## config.mk

```make
export PLATFORM = sky130hd
export DESIGN_NAME = pipe_stage_reg
export DESIGN_NICKNAME = d
export VERILOG_FILES = /design/src/rtl/pipe_stage_reg.sv
export SDC_FILE = /design/constraint.sdc
export NUM_CORES = 1
export LEC_CHECK = 0
export BUFFER_PORTS_ARGS = -buffer_cell sky130_fd_sc_hd__buf_2
export CAP_MARGIN = 15
export CELL_PAD_IN_SITES_DETAIL_PLACEMENT = 0
export CELL_PAD_IN_SITES_GLOBAL_PLACEMENT = 1
export CORE_ASPECT_RATIO = 1.2
export CORE_MARGIN = 1.5
export CORE_UTILIZATION = 39
export DETAILED_ROUTE_END_ITERATION = 8
export PLACE_DENSITY_LB_ADDON = 0.1
export SYNTH_ARGS = -nofsm -noshare
export SYNTH_HDL_FRONTEND = slang
export SYNTH_SLANG_ARGS = --single-unit
```

## constraint.sdc

```tcl
create_clock -name clk -period 13.5 [get_ports clk]
set_input_delay 2.025 -clock clk [delete_from_list [all_inputs] [get_ports clk]]
set_output_delay 2.025 -clock clk [all_outputs]
set_load 0.02 [all_outputs]
```

## src/rtl/pipe_stage_reg.sv

```systemverilog
// Two-entry skid-buffered pipeline stage register with valid/ready handshaking,
// flush, NOP-forced bubble control and a saturating backpressure counter.
module pipe_stage_reg #(
    parameter int DATA_W = 132,
    parameter int CTRL_W = 10,
    parameter int CNT_W  = 8
) (
    input  logic              clk,
    input  logic              rst,
    input  logic              flush,
    input  logic              in_valid,
    output logic              in_ready,
    input  logic [DATA_W-1:0] in_data,
    input  logic [CTRL_W-1:0] in_ctrl,
    output logic              out_valid,
    input  logic              out_ready,
    output logic [DATA_W-1:0] out_data,
    output logic [CTRL_W-1:0] out_ctrl,
    output logic [CNT_W-1:0]  stall_cnt
);

    typedef enum logic [1:0] {
        EMPTY = 2'd0,
        ONE   = 2'd1,
        TWO   = 2'd2
    } state_t;

    state_t            state_q, state_d;
    logic [DATA_W-1:0] main_data_q, main_data_d;
    logic [CTRL_W-1:0] main_ctrl_q, main_ctrl_d;
    logic [DATA_W-1:0] skid_data_q, skid_data_d;
    logic [CTRL_W-1:0] skid_ctrl_q, skid_ctrl_d;
    logic [CNT_W-1:0]  stall_cnt_q, stall_cnt_d;

    logic accept;
    logic pop;

    // Handshake outputs come from registered state only, so out_ready never
    // reaches in_ready combinationally.
    assign in_ready  = (state_q != TWO);
    assign out_valid = (state_q != EMPTY);
    assign out_data  = main_data_q;
    assign out_ctrl  = out_valid ? main_ctrl_q : '0;
    assign stall_cnt = stall_cnt_q;

    assign accept = in_valid & in_ready;
    assign pop    = out_valid & out_ready;

    always_comb begin
        // NOTE: every signal gets a default first so no path leaves it unassigned,
        // which would otherwise infer a latch.
        state_d     = state_q;
        main_data_d = main_data_q;
        main_ctrl_d = main_ctrl_q;
        skid_data_d = skid_data_q;
        skid_ctrl_d = skid_ctrl_q;
        stall_cnt_d = stall_cnt_q;

        if (out_valid && !out_ready && (stall_cnt_q != '1)) begin
            stall_cnt_d = stall_cnt_q + CNT_W'(1);
        end

        if (flush) begin
            state_d = EMPTY;
        end else begin
            unique case (state_q)
                EMPTY: begin
                    if (accept) begin
                        state_d     = ONE;
                        main_data_d = in_data;
                        main_ctrl_d = in_ctrl;
                    end
                end
                ONE: begin
                    if (accept && pop) begin
                        main_data_d = in_data;
                        main_ctrl_d = in_ctrl;
                    end else if (accept) begin
                        state_d     = TWO;
                        skid_data_d = in_data;
                        skid_ctrl_d = in_ctrl;
                    end else if (pop) begin
                        state_d = EMPTY;
                    end
                end
                TWO: begin
                    if (pop) begin
                        state_d     = ONE;
                        main_data_d = skid_data_q;
                        main_ctrl_d = skid_ctrl_q;
                    end
                end
                default: state_d = EMPTY;
            endcase
        end
    end

    // NOTE: sequential state uses non-blocking assignments so every flop samples
    // the pre-edge values regardless of statement order.
    always_ff @(posedge clk) begin
        if (rst) begin
            state_q     <= EMPTY;
            stall_cnt_q <= '0;
        end else begin
            state_q     <= state_d;
            stall_cnt_q <= stall_cnt_d;
        end
    end

    // NOTE: payload registers are deliberately left without reset; validity is
    // carried by the state, and out_ctrl is gated so stale contents never leak.
    always_ff @(posedge clk) begin
        main_data_q <= main_data_d;
        main_ctrl_q <= main_ctrl_d;
        skid_data_q <= skid_data_d;
        skid_ctrl_q <= skid_ctrl_d;
    end

endmodule

```

# Word-level counts from Yosys, hierarchy flattened
# Index checks and enable logic that the tools add are counted.
op_classes:
  bitwise_logic: 4
  muxes: 15
  n_eq_ne: 9
  add_sub_neg: 1
  n_reduce_logical: 11
ops:
  columns: ["op", "n"]
  rows:
  - ["132-bit two-way mux", 3]
  - ["132-bit one-hot mux with 3 select lines", 1]
  - ["10-bit two-way mux", 4]
  - ["10-bit one-hot mux with 3 select lines", 1]
  - ["2-bit two-way mux", 5]
  - ["2-bit inequality test (second input constant)", 5]
  - ["8-bit by 1-bit adder with 8-bit output (second input constant)", 1]
  - ["8-bit inequality test (second input constant)", 1]
  - ["4-bit AND reduction", 2]
  - ["2-bit one-hot mux with 3 select lines", 1]
  - ["5-bit AND reduction", 1]
  - ["1-bit logical AND", 3]
  - ["3-bit inequality test (second input constant)", 1]
  - ["3-bit nonzero test", 1]
  - ["1-bit AND", 2]
  - ["2-bit by 1-bit equality test with 1-bit output (second input constant)", 1]
  - ["2-bit equality test (second input constant)", 1]
  - ["2-bit logical NOT", 1]
  - ["1-bit NOT", 2]
  - ["2-bit nonzero test", 1]
  - ["2-bit OR reduction", 1]
  - ["1-bit logical NOT", 1]
totals:
  inputBits: 147
  wordCells: 46
  register_bits: 294

# Depth between registers and ports, before layout
# Gate-level depths: netlist (run 1).
depth:
  word_depth: 6
  mapped_depth: 6

# Worst setup path after synthesis (run 1)
# OpenSTA, ideal clock, no wires.
synth_path:
  path_kind: "input to register"
  start: "input out_ready"
  end: "register skid_ctrl_q[0], enable pin"
  t_arrival_ps: 12464
  setup_slack_ps: 187
  path_stages: 2
  setup_time_ps: 849
  path_buffers: 0
  cell_sequence: "nand2b_1 -> nor3b_1"
synth_via:
  elab_chain_len: 4
synth_lines:
  columns: ["element", "line_no", "source"]
  rows:
  - ["start, declared", "16", "input logic out_ready,"]
  - ["1-bit AND", "47", "assign pop = out_valid & out_ready;"]
  - ["1-bit logical AND", "75", "if (accept && pop) begin"]
  - ["1-bit NOT (no source line)", null, null]
  - ["4-bit AND reduction (no source line)", null, null]
  - ["end signal, assigned", "116", "skid_ctrl_q <= skid_ctrl_d;"]
  - ["end, declared", "32", "logic [CTRL_W-1:0] skid_ctrl_q, skid_ctrl_d;"]
# No other way between the ends.
# A chain may end at the register's enable or synchronous reset.

# Worst setup path after layout (run 1)
layout_path:
  start: "input out_ready"
  end: "register skid_data_q[65], enable pin"
layout_via:
  elab_chain_len: 4
layout_lines:
  columns: ["element", "line_no", "source"]
  rows:
  - ["1-bit AND", "47", null]
  - ["1-bit logical AND", "75", null]
  - ["1-bit NOT (no source line)", null, null]
  - ["4-bit AND reduction (no source line)", null, null]
  - ["end signal, assigned", "115", "skid_data_q <= skid_data_d;"]
  - ["end, declared", "31", "logic [DATA_W-1:0] skid_data_q, skid_data_d;"]
# No other way between the ends.

==> results_dict.tcl, run 1 <==
set metrics [dict create \
    outcome "finished, final reports clean" \
    synth_ff_type "edfxtp_1" \
    worstPathRequired_ns 13.66 \
    dr.pass1.iters 4 \
    start_util_pct 39.8 \
    post_cts_buffers 0 \
    power.density_mw_per_mm2 146 \
    fin_crit_sh_pct 29.2 \
    clk_latency_ns 0.54 \
    ys_seq_elements 294 \
    cts_root_buf "clkbuf_16" \
    wirelength_um 23100 \
    post_cts_resized 0 \
    routabilityCongestion 0.743 \
    areaGrowthSynthToFinish_pct 27.3 \
    synthSimpleGateAreaFrac_pct 2.08 \
    synth-edff-count 284 \
    synth_top_area_share_pct 78.8 \
    synth_top_family_by_area "multiplexers" \
    grt_pass1_vias 6108 \
    drt_iter0_drc 338 \
    yosysSeqAreaShare_pct 80.6 \
    hpwl_um 15600 \
    overflow 0 \
    ios 299 \
    max_freq_ghz 0.254 \
    synthAdderAreaFrac_pct 0.116 \
    grt_pass1_wl_um 35100 \
    drc 0 \
    cp_max_fo 69 \
    cts_htree_levels 1 \
    cts.sinks 294 \
    finalSetupTns_ns 0 \
    crit_path_max_incr_delay_ns 0.83 \
    slew_viol_final 0 \
    fin_worst_skew_ns 0.00868 \
    r2r_setup_slack_ns 10.44 \
    avgRoutedWirePerCell_um 19.2 \
    power_mw 2.01 \
    hp-class "register to register" \
    grt_most_used_layer "met2" \
    postRouteAntennaNets 0 \
    grt_use_met2_pct 26.9 \
    timing.rr.end "main_ctrl_q[5]$_DFFE_PP_" \
    synth_mux_area_share_pct 14.9 \
    die_w_um 155 \
    synth_compound_area_share_pct 1.01 \
    die-area_sq_mm 0.0288 \
    grt_setup_unrepaired "no" \
    use_met3_pct 5.82 \
    leakage_nw 5.10 \
    synth-xor-area-share_pct 0.243 \
    worstMarginPinSlew_ns 1.14 \
    routed_via_density 4.83 \
    syn-num-nets 662 \
    crit_path_start_kind "primary input" \
    worst_hold_path.num_cells 2 \
    holdPathEnd "stall_cnt[7]$_SDFFE_PP0P_" \
    clk_pin_slew_ns 0.06 \
    ys_warn_count 0 \
    grt_max_degree 81 \
    yosysTopAreaCell "edfxtp_1" \
    synth_common_cells "edfxtp_1, mux2_2, mux2_1, nor2b_1, dfxtp_1" \
    core-area_sq_mm 0.0272 \
    min_from "stall_cnt[7]$_SDFFE_PP0P_" \
    synth_area_sq_mm 0.0108 \
    worst-setup-path-type "primary input to register" \
    crit_slowest_cell "buf_4" \
    syn_inst 514 \
    grt_util_all_layers_pct 15.9 \
    endpoint_kind "register" \
    async_flop_share_pct 0 \
    met1_usage_pct 19.2 \
    crit_path_frequent_cell "buf_4" \
    critical_path_arrival_ns 4.11 \
    hold_viol 0 \
    cts_buffer_depth 3 \
    crit_start "out_ready" \
    ctsHoldBuffers 0 \
    setup_viol_count_final 0 \
    r2r-start "state_q[1]$_SDFFE_PP0P_" \
    path_cells "buf_2 > nand2b_1 > nor3b_2 > buf_4 > buf_4" \
    rows 66 \
    drive_gt1_share_pct 51.6 \
    drv_cap 0 \
    slew_headroom_pct 24.3 \
    port_buffers 298 \
    cts_buffers 31 \
    max-vdd-ir-drop_mv 0.0983 \
    tritoncts "done" \
    netlist_top_cells_area "edfxtp_1, mux2_2, mux2_1, dfxtp_1, nor2b_1" \
    synth_most_common_cell "edfxtp_1" \
    nets 983 \
    reg2reg_depth 4 \
    synth_cell_type_count 36 \
    vias 5808 \
    avgSynthCellArea_sq_um 21.1 \
    antenna_found_initial 6 \
    period_minus_slack_ns 3.94 \
    die_h_um 186 \
]
## routing by layer
metal	share of wire [%]	wire length, um	vias up
met5	0.17	39	-
met4	2.3	534	6
met3	8.6	1990	46
li1	-	-	2684
met1	39	9100	2872
met2	50	11500	200
## how the worst max path moves through the flow
| stage | endpoint | slack [ns] | depth (start not counted) |
|---|---|---|---|
| after CTS | skid_data_q[69]$_DFFE_PP_ | 9.55 | 5 |
| final | skid_data_q[65]$_DFFE_PP_ | 9.56 | 5 |
| after global routing | skid_data_q[43]$_DFFE_PP_ | 9.40 | 5 |
| after floorplan | skid_ctrl_q[0]$_DFFE_PP_ | 0.19 | 2 |
| after detailed placement | skid_data_q[78]$_DFFE_PP_ | 8.97 | 5 |
| after global placement | skid_data_q[69]$_DFFE_PP_ | 9.05 | 5 |
## area by class of cell
type,instances,area [sq um]
Antenna cell,4,10.0
Clock buffer,42,898
Clock inverter,15,155
Fill cell,2293,13400
Inverter,3,11.3
Multi-Input combinational cell,199,2010
Sequential cell,294,8730
Tap cell,340,425
Timing Repair Buffer,306,1550
## placed cells by master, fill, tap and decap left out, types with 6 or more instances in the layout
cell	Yosys	layout
buf_2	9	298
edfxtp_1	284	284
mux2_2	80	80
mux2_1	62	62
clkbuf_16	0	32
nor2b_1	11	10
dfxtp_1	10	10
buf_4	7	8
a21oi_1	7	6
clkbuf_8	0	6
## stage by stage
step | setup WS (ns) | util [%] | instance area (sq um) | hold WS, ns | std cells
global route | 9.40 | 50.7 | 13800 | 0.542 | 1200
CTS | 9.55 | 50.7 | 13800 | 0.524 | 1199
floorplan | 0.187 | - | 10800 | 0.508 | 514
detailed placement | 8.97 | 46.8 | 12700 | 0.515 | 1142
finish | 9.56 | 50.7 | 13800 | 0.523 | 1203
global placement | 9.05 | 46.8 | 12700 | 0.495 | 1142
## where the power goes
| group | switching, mW | internal, mW | leakage [nW] |
|---|---|---|---|
| Clock | 0.340 | 0.520 | 0.509 |
| Combinational | 0.0657 | 0.0450 | 1.90 |
| Sequential | 0.00658 | 1.03 | 2.69 |
## critical path: cells and delay by family
family	cells	cell delay, ns
buffers and inverters	3	1.51
and+or+nand+nor	2	0.45
## kinds of logic (layout without fill, tap and decap cells)
| group | after synthesis | count (layout) |
|---|---|---|
| AOI/OAI and AO/OA | 15 | 15 |
| and+or+nand+nor | 37 | 37 |
| adders and majority gates | 1 | 1 |
| DFF | 294 | 294 |
| buffers and inverters | 21 | 366 |
| muxes | 143 | 143 |
| xor gates and xnor gates | 3 | 3 |
| other | 0 | 4 |
## state kept, by name (all words and copies together), names as in the netlist
register,flops
state_q,2
skid_data_q,132
out_data,132
main_ctrl_q,10
skid_ctrl_q,10
stall_cnt,8
(Power assumes the default switching activity.)
==> run 2: changes to the inputs <==
clock period = 3.6 ns   (was 13.5 ns; I/O delays follow)
==> results_dict.tcl, run 2 (same netlist as run 1, synthesis figures left out) <==
set metrics [dict create \
    wirelength_um 22900 \
    post-route-util_pct 50.3 \
    critical_path_arrival_ns 1.85 \
    clk_latency_ns 0.55 \
    cp.buffers_inverters 1 \
    grt_setup_unrepaired "no" \
    fin_crit_sh_pct 66.5 \
    cts_htree_levels 1 \
    hold_viol 0 \
    cts.sinks 294 \
    p_comb_share_pct 5.9 \
    grt_pass1_wl_um 34700 \
    fill_cells 2302 \
    worstMarginPinSlew_ns 0.827 \
    rows 66 \
    cp_max_fo 11 \
    avgRoutedWirePerCell_um 19.1 \
    postRouteAntennaNets 0 \
    crit_slowest_cell "nor2_1" \
    dp_cells 1139 \
    period_minus_slack_ns 2.39 \
    power_mw 7.11 \
    regArea_sq_mm 0.00873 \
    multi_input_area_sq_mm 0.00202 \
    vias 5760 \
    crit_path_max_incr_delay_ns 0.59 \
    grt_pass1_vias 6089 \
    overflow 0 \
    areaGrowthSynthToFinish_pct 26.1 \
    dr.pass1.iters 4 \
    crit_path_start_kind "register" \
    hpwl_um 14900 \
    cts_buffers 30 \
    routabilityCongestion 0.729 \
    post_cts_buffers 0 \
    p_int_mw 5.62 \
    drive_gt1_share_pct 50.2 \
    swShare_pct 21.0 \
    antenna_found_initial 7 \
    die-area_sq_mm 0.0288 \
    routed_via_density 4.81 \
    hold_ws_ns 0.179 \
    drv_cap 0 \
    worst-setup-path-type "register to output port" \
    die_h_um 186 \
    mostFrequentLayoutCells "buf_2, edfxtp_1, mux2_2" \
    tritoncts "done" \
    die_w_um 155 \
    ctsHoldBuffers 0 \
    drc 0 \
    endpoint_kind "output port" \
    grt_util_all_layers_pct 15.7 \
    stdcell_count 1197 \
    fin_worst_skew_ns 0.00970 \
    worstPathRequired_ns 3.06 \
    power.density_mw_per_mm2 521 \
    cp_top_family "simple AND/OR/NAND/NOR gates" \
    slew_headroom_pct 44.9 \
    cts_buffer_depth 3 \
    leakage_nw 5.02 \
    drt_iter0_drc 264 \
    nets 979 \
    slew_viol_final 0 \
    p_sw_mw 1.50 \
    core-area_sq_mm 0.0272 \
    clk_pin_slew_ns 0.06 \
    max_freq_ghz 0.418 \
    path_cells "nor2_1 > nor2b_1 > buf_2" \
    ios 299 \
    port_buffers 298 \
    mostFrequentLayoutCell "buf_2" \
    start_util_pct 39.8 \
    max-vdd-ir-drop_mv 0.348 \
    post_cts_resized 0 \
    grt_max_degree 143 \
    cts_root_buf "clkbuf_16" \
    pwr-share-seq_pct 54.6 \
    clkPwrFrac_pct 39.5 \
    setup_viol_count_final 0 \
    hp-class "primary input to register" \
    finalSetupTns_ns 0 \
    outcome "finished, final reports clean" \
]
[run 2: cell types whose count changed in the layout (fill, tap and decap cells not counted), sizes merged]
cell	change
clkinv	+6
buf	-3
bufinv	-2
clkbuf	-5
clkinvlp	-3
diode	+1
[run 2: path summary, 6_finish.rpt]
kind	start	end	slack [ns]	depth (start not counted)
max	state_q[0]$_SDFFE_PP0P_	out_ctrl[5]	1.21	3
min	in_data[107]	skid_data_q[107]$_DFFE_PP_	0.18	1
max reg2reg	state_q[1]$_SDFFE_PP0P_	out_data[118]$_DFFE_PP_	1.61	4
min reg2reg	stall_cnt[7]$_SDFFE_PP0P_	stall_cnt[7]$_SDFFE_PP0P_	0.51	2
[run 2: metal layers]
layer	vias to the layer above	global-route usage [%]	wire length (um)
met4	4	4.31	387
met3	30	6.52	2370
met1	2837	19.2	9090
met2	212	25.7	11000
met5	-	0	21
li1	2677	-	-
[run 2: metrics by stage]
stage	worst slack [ns]	area, sq um
4_1_cts	1.13	13600
5_1_grt	0.974	13600
3_3_place_gp	1.42	12800
3_5_place_dp	1.38	12800
6_report	1.21	13700
2_1_floorplan	-1.16	10900
[run 2: layout make-up]
type | count | share of cell area (%)
inverter | 3 | 0.0825
clock inverter | 16 | 0.751
clock buffer | 37 | 5.69
sequential | 294 | 63.9
antenna | 5 | 0.0916
timing repair buffer | 303 | 11.6
tap | 340 | 3.12
multi-input combinational | 199 | 14.8
[run 2: worst reg2reg max path, stage by stage, from the launching register on]
cell and delay (ns):
dfxtp_1 0.37, and2b_2 0.27, nand2_1 0.10, a21oi_4 0.17, buf_12 0.59
[run 2: power groups by stage]
stage	combinational, mW	sequential (mW)	clock, mW
floorplan	0.127	4.05	0
global placement	0.411	3.95	0
detailed placement	0.425	3.95	0
CTS	0.426	3.88	2.90
global route	0.456	3.89	3.03
finish	0.418	3.88	2.81
